--- src/rtl/instruction_sequencer.sv ---
// Program store and fetch sequencer feeding the tensor core controller.
// Issues one instruction word per clock from an internal memory until a HALT word.
module instruction_sequencer #(
    parameter int                     INSTR_WIDTH      = 16,
    parameter int                     ADDR_WIDTH       = 8,
    parameter logic [INSTR_WIDTH-1:0] NOP_INSTRUCTION  = 16'h0000,
    parameter logic [INSTR_WIDTH-1:0] HALT_INSTRUCTION = 16'hFFFF,
    parameter int                     COUNT_WIDTH      = 16
) (
    input  logic                   clock_in,
    input  logic                   power_on_reset_signal_n,
    input  logic                   load_valid,
    input  logic [ADDR_WIDTH-1:0]  load_address,
    input  logic [INSTR_WIDTH-1:0] load_data,
    output logic                   load_rejected,
    input  logic                   start,
    input  logic [ADDR_WIDTH-1:0]  start_address,
    input  logic                   abort,
    input  logic                   stall_in,
    output logic [INSTR_WIDTH-1:0] current_instruction,
    output logic                   instruction_valid,
    output logic [ADDR_WIDTH-1:0]  program_counter,
    output logic                   running,
    output logic                   done,
    output logic                   overrun_error,
    output logic [COUNT_WIDTH-1:0] issued_count
);

    // state | meaning
    // IDLE  | waiting for start, memory writable
    // PRIME | first read of the program in flight
    // RUN   | issuing fetched words, honouring stall
    // DONE  | HALT reached or address space overrun, memory writable
    typedef enum logic [1:0] {IDLE, PRIME, RUN, DONE} state_t;

    localparam int DEPTH = 2 ** ADDR_WIDTH;

    state_t                 state;
    logic [INSTR_WIDTH-1:0] mem [DEPTH];
    logic [INSTR_WIDTH-1:0] fetched_word;
    logic [ADDR_WIDTH-1:0]  fetched_addr;
    logic [ADDR_WIDTH-1:0]  ptr;
    logic                   wrapped;
    logic                   busy;
    logic                   write_en;
    logic                   read_en;
    logic                   issue;

    assign busy     = (state == PRIME) || (state == RUN);
    assign running  = busy;
    assign done     = (state == DONE);
    assign write_en = load_valid && !busy;

    always_comb begin
        issue = 1'b0;
        if (state == RUN && !abort && !stall_in &&
            fetched_word != HALT_INSTRUCTION && !wrapped)
            issue = 1'b1;
    end

    assign read_en = (!abort && state == PRIME) || issue;

    // fetched_word doubles as the one-entry prefetch register: it only
    // reloads when its current contents are consumed.
    always_ff @(posedge clock_in) begin
        if (write_en)
            mem[load_address] <= load_data;
        if (read_en)
            fetched_word <= mem[ptr];
    end

    always_ff @(posedge clock_in or negedge power_on_reset_signal_n) begin
        if (!power_on_reset_signal_n) begin
            state               <= IDLE;
            current_instruction <= NOP_INSTRUCTION;
            instruction_valid   <= 1'b0;
            program_counter     <= '0;
            overrun_error       <= 1'b0;
            issued_count        <= '0;
            load_rejected       <= 1'b0;
            ptr                 <= '0;
            fetched_addr        <= '0;
            wrapped             <= 1'b0;
        end else begin
            load_rejected       <= load_valid && busy;
            current_instruction <= NOP_INSTRUCTION;
            instruction_valid   <= 1'b0;
            if (abort) begin
                state   <= IDLE;
                wrapped <= 1'b0;
            end else begin
                case (state)
                    IDLE, DONE: begin
                        if (start) begin
                            ptr           <= start_address;
                            issued_count  <= '0;
                            overrun_error <= 1'b0;
                            wrapped       <= 1'b0;
                            state         <= PRIME;
                        end
                    end
                    PRIME: begin
                        fetched_addr <= ptr;
                        ptr          <= ptr + ADDR_WIDTH'(1);
                        state        <= RUN;
                    end
                    RUN: begin
                        if (!stall_in) begin
                            if (fetched_word == HALT_INSTRUCTION) begin
                                state <= DONE;
                            end else if (wrapped) begin
                                // word fetched from address 0 after the wrap is dropped
                                overrun_error <= 1'b1;
                                state         <= DONE;
                            end else begin
                                current_instruction <= fetched_word;
                                instruction_valid   <= 1'b1;
                                program_counter     <= fetched_addr;
                                if (issued_count != {COUNT_WIDTH{1'b1}})
                                    issued_count <= issued_count + COUNT_WIDTH'(1);
                                fetched_addr <= ptr;
                                ptr          <= ptr + ADDR_WIDTH'(1);
                                wrapped      <= (fetched_addr == {ADDR_WIDTH{1'b1}});
                            end
                        end
                    end
                    default: state <= IDLE;
                endcase
            end
        end
    end

endmodule

--- config.mk ---
export PLATFORM = sky130hd
export DESIGN_NAME = instruction_sequencer
export DESIGN_NICKNAME = d
export VERILOG_FILES = /design/src/rtl/instruction_sequencer.sv
export SDC_FILE = /design/constraint.sdc
export NUM_CORES = 2
export LEC_CHECK = 0
export CAP_MARGIN = 20
export CORE_ASPECT_RATIO = 1.25
export CORE_MARGIN = 2
export CORE_UTILIZATION = 45
export CTS_CLUSTER_DIAMETER = 80
export DETAILED_ROUTE_END_ITERATION = 16
export GPL_ROUTABILITY_DRIVEN = 1
export SLEW_MARGIN = 25
export SYNTH_ARGS = -nofsm -noshare
export SYNTH_HDL_FRONTEND = slang
export SYNTH_SLANG_ARGS = --single-unit
--- constraint.sdc ---
create_clock -name clock_in -period 4.5 [get_ports clock_in]
set_input_delay 0.9 -clock clock_in [delete_from_list [all_inputs] [get_ports clock_in]]
set_output_delay 0.9 -clock clock_in [all_outputs]
set_load 0.02 [all_outputs]
* Yosys cells after proc, flatten, opt, wreduce, memory -nomap -nowiden
Memories as Yosys holds them, arrays and structs flattened. A register that Yosys moved wholly into a read port is not among the register bits. Cells that the tools add are included.
Cells by class: $add $sub $neg 2, multiply operators 0, div/mod/pow operators 0, magnitude comparators 0, equal/unequal tests 17, shift operators 0, muxes and demuxes 44, bitwise logic cells 4, reductions and logical operators 25
Operator list (count):
- $mux W16 | 10
- $mux W8 | 7
- $ne A16 B16 Y1 const B | 2
- $pmux W16 S2 | 1
- $pmux W8 S3 | 1
- $add A16 B1 Y16 const B | 1
- $eq A16 B16 Y1 const B | 1
- $mux W1 | 16
- $pmux W8 S2 | 1
- $reduce_and A5 Y1 | 3
- $mux W2 | 5
- $ne A2 B2 Y1 const B | 5
- $ne A3 B3 Y1 const B | 3
- $add A8 B1 Y8 const B | 1
- $eq A8 B8 Y1 const B | 1
- $logic_and A1 B1 Y1 | 7
- $reduce_and A7 Y1 | 1
- $pmux W2 S3 | 1
- $reduce_and A6 Y1 | 1
- $eq A2 B2 Y1 const B | 2
- $logic_not A1 Y1 | 4
- $ne A4 B3 Y1 const B | 1
- $not A1 Y1 | 4
- $pmux W1 S2 | 2
- other kinds (9) | 11
Storage, ports and cells: register bits 62, bits in latches 0, RAM bits 4096, ROM bits 0, input bits 38, output and inout bits 45, word-level logic and storage cells 103, memories 1
Memories:
- mem | depth 256, width 16, rd ports 1, clocked after memory_dff 1, write ports 1, RTL line 39 | logic [INSTR_WIDTH-1:0] mem [DEPTH];

* Logic depth before layout (Yosys ltp)
depth in word-level cells 7, mapped depth 13, gate-level depth less buffers 9

* Least setup slack after synthesis
No wires, ideal clock.
path kind flip-flop to flip-flop, start reg state[0], end mem mem[203][0], enable pin, setup time 388 ps, arrival 2687 ps, required time 4112 ps, path slack 1425 ps, stages on the path, launching flop included 9, path buffers 3, clock period less this slack 3075 ps, cells stage by stage dfrtp_1 inv_1 ha_1 clkbuf_1 and2_1 clkbuf_1 nand4_1 clkbuf_1 nor2_1
Between the ends: cells in the longest elaborated chain, start to end 6, elaborated cells on any way between the ends 7, those cells by class 2 x eq/ne; 2 x mux; 3 x reduce/logical
RTL lines:
- start: declaration | RTL line 38 | state_t state;
- start signal: assignment | RTL line 74 | state <= IDLE;
- start signal: assignment | RTL line 89 | state <= IDLE;
- start signal: assignment | RTL line 99 | state <= PRIME;
- $eq A2 B1 Y1 / $eq A2 B2 Y1 (equally long branches) | RTL line 49 | assign busy = (state == PRIME) || (state == RUN);
- $logic_or A1 B1 Y1 (*) | RTL line 49
- $logic_not A1 Y1 (*) | RTL line 52 | assign write_en = load_valid && !busy;
- $logic_and A1 B1 Y1 (*) | RTL line 52
- $mux W1 (*) | RTL line 66 | if (write_en)
- $mux W1 (implied by the code) (*) | RTL line 67 | mem[load_address] <= load_data;
- end: declaration | RTL line 39
Mark *: on every way between the ends. The rest lies on a longest branch, timed or not.

==> reports/results.ini <==
[clock_network]
cts.sinks=4174
cts_buffers=397
postCtsHoldBufs=0
clockBufferDepth=4
htree_num_levels=5
cts-root-buf=clkbuf_16
cts_tree=done
clk_pin_slew_ps=70
clk-insertion-delay-late_ps=950

[placement]
io_buffers=82
pre_cts_ws_ps=-8.50
placedCellCount=12574
finalWeightedCongestion=0.909
hpwl_um=306000
place_area_sq_um=175000

[critical_path]
crit_required_ps=5170
critPathLaunchType=flop
crit_arrival_ps=5150
criticalPathCategory=reg2reg
cp_max_fo=18
crit_path_end_kind=flop

[logic_synthesis]
yosysWarnings=0
synthMostInstantiatedCell=edfxtp_1
async_flop_share=0.0149
ys_types=77
synth_ff_type=edfxtp_1
syn_area_sq_um=162000
postSynthAreaPerCell_sq_um=21.5
ys_ff_latch=4174
synth_nets=7557
synth-edff-count=4112
yosysTopAreaCellShare=0.763
synthTopCellsByCount=edfxtp_1, mux4_2, mux2i_1
synth_cells=7513
seq_area_frac_synth=0.773
synth.area.top_cells=edfxtp_1, mux4_2, mux2i_1, dfrtp_1, nor2_1
synth_top_area_cell=edfxtp_1

[power_and_ir_drop]
power.leakage_uw=0.0597
powerDensity_nw_per_um2=603
ir_drop_mv=0.377
finalPower_uw=114000

[layout]
final_area_sq_um=188000
stdcell_count=13311
drive_gt1_frac=0.283
finalNetCount=8310
syn2layout_area_growth_pct=16.3

[route]
antenna_left=0
drtIter0Drc=11998
post_drt_wl_per_cell_um=36.6
drc=0
drt_wl_total_um=488000
via_per_inst=6.27
firstDrtPassIters=8
vias=83495

[floorplan]
die-area_sq_um=364000
die_h_um=674
die-width_um=540
core_sq_um=359000
std_cell_rows=246
initial_core_util=0.451
boundaryPins=83

[sta]
finalHoldViolCount=0
relSlewSlack=0.164
post-route-worst-setup-slack_ps=22.7
finalSetupViolations=0
maxSlewViolCount=0
post-route-min-period_ps=4480
fin_crit_sh=0.995
max_freq_mhz=223
tightest_slew_ps=1250
finalClockSkew_ps=57.5
rsz0062_at_grt=no

[global_route]
grt_pass1_vias=83098
grt_max_degree=125
track_usage=0.266
overflow=0
grt_pass1_wl_um=673000
grt_antenna_before_repair=35

[worst_hold_path]
min_path_type=in2async

[run_status]
status=finished, final reports clean

[run]
maxCapViolations=0

-- power by group --
part,internal (uW),switching (uW),total (uW)
clock network,19300,14500,33800
registers,43000,838,43900
logic,13800,22000,35800
-- final timing paths --
kind | from | end | slack, ps | cells past startpoint
min reg2reg | program_counter[3] | program_counter[3] | 510 | 1
max reg2reg | ptr[2] | fetched_word[12] | 20 | 10
min in group clock_in | load_data[4] | mem[104][4] | 390 | 1
min | power_on_reset_signal_n | issued_count[15] | 100 | 1
max in group asynchronous | power_on_reset_signal_n | fetched_addr[0] | 3410 | 2
max | ptr[2] | fetched_word[12] | 20 | 10
-- routing by layer --
layer,vias to the layer above,global-route usage,routed length [um],share of wire
met4,30,0.123,25600,0.053
met1,44811,0.344,178000,0.36
met2,4631,0.435,238000,0.49
li1,33133,-,-,-
met5,-,0,205,0.00042
met3,890,0.0530,46400,0.095
-- cell type report --
class	instances	area, sq um
antenna	9	22.5
clock buffer	491	10500
clock inverter	232	2470
fill	27440	170000
inverter	13	63.8
multi-input combinational	2880	34400
sequential	4174	125000
tap	4712	5900
timing repair buffer	800	9740
-- cells in the final DEF, fill, tap and decap left out, types with 20 or more instances in the layout --
cell type        synthesis  routed
nor2_1                 353     207
mux4_2                 918     918
dfrtp_1                 62      54
clkinv_1                 3      85
nand2_1                183     183
buf_4                   49     444
nand4_1                 24      24
o22ai_1                 48      48
buf_12                  14     270
a31oi_1                 20      20
and2_1                  23      22
mux2i_1                458     458
clkbuf_1               162      82
a211oi_1                25      24
a22oi_1                 49      49
clkdlybuf4s50_1          0      65
bufinv_16                0      48
nor2_2                   0     141
mux2_2                  27      27
clkbuf_16                0     405
clkinv_2                 0      63
o211ai_1                23      23
o221ai_1                37      37
o21ai_0                105     102
edfxtp_1              4112    4112
a221oi_1                95      95
a21oi_1                177     176
nor3_1                  28      27
nand3_1                 73      63
-- through the flow --
step	utilization	hold WS (ps)	setup TNS, ps
2_1_floorplan	-	455	0
3_3_place_gp	0.488	498	-147
3_5_place_dp	0.488	503	-8.50
4_1_cts	0.524	54.9	0
5_1_grt	0.525	129	0
6_report	0.525	97.2	0
-- state kept, by name (all words and copies together) (netlist names), 2 cells and up --
signal	flops
ptr	8
fetched_word	16
state	2
fetched_addr	8
current_instruction	16
mem	4096
program_counter	8
issued_count	16
-- critical path, cell delays in order (launching register included) --
cell	delay, ps
dfrtp_4	830
buf_4	460
nand2b_1	360
buf_4	300
o21ai_0	240
a21oi_1	120
o21ai_0	600
nand4_1	220
a21oi_1	680
buf_4	230
o32ai_1	70
-- repair_timing --
item,4_1_cts,5_1_grt
endpoints found under the hold margin,0,0
setup endpoints to repair,3,0
gates resized for setup,2,0
setup buffers,1,0
-- logic make-up after synthesis --
logic type / after synthesis / share of synthesized area
AOI/OAI and AO/OA: 716 / 0.0306
xor gates and xnor gates: 2 / 0.000108
adders and majority gates: 6 / 0.000464
buffers and inverters: 459 / 0.0178
DFF: 4174 / 0.773
muxes: 1403 / 0.158
and+or+nand+nor: 753 / 0.0202
(Power assumes the default switching activity.)
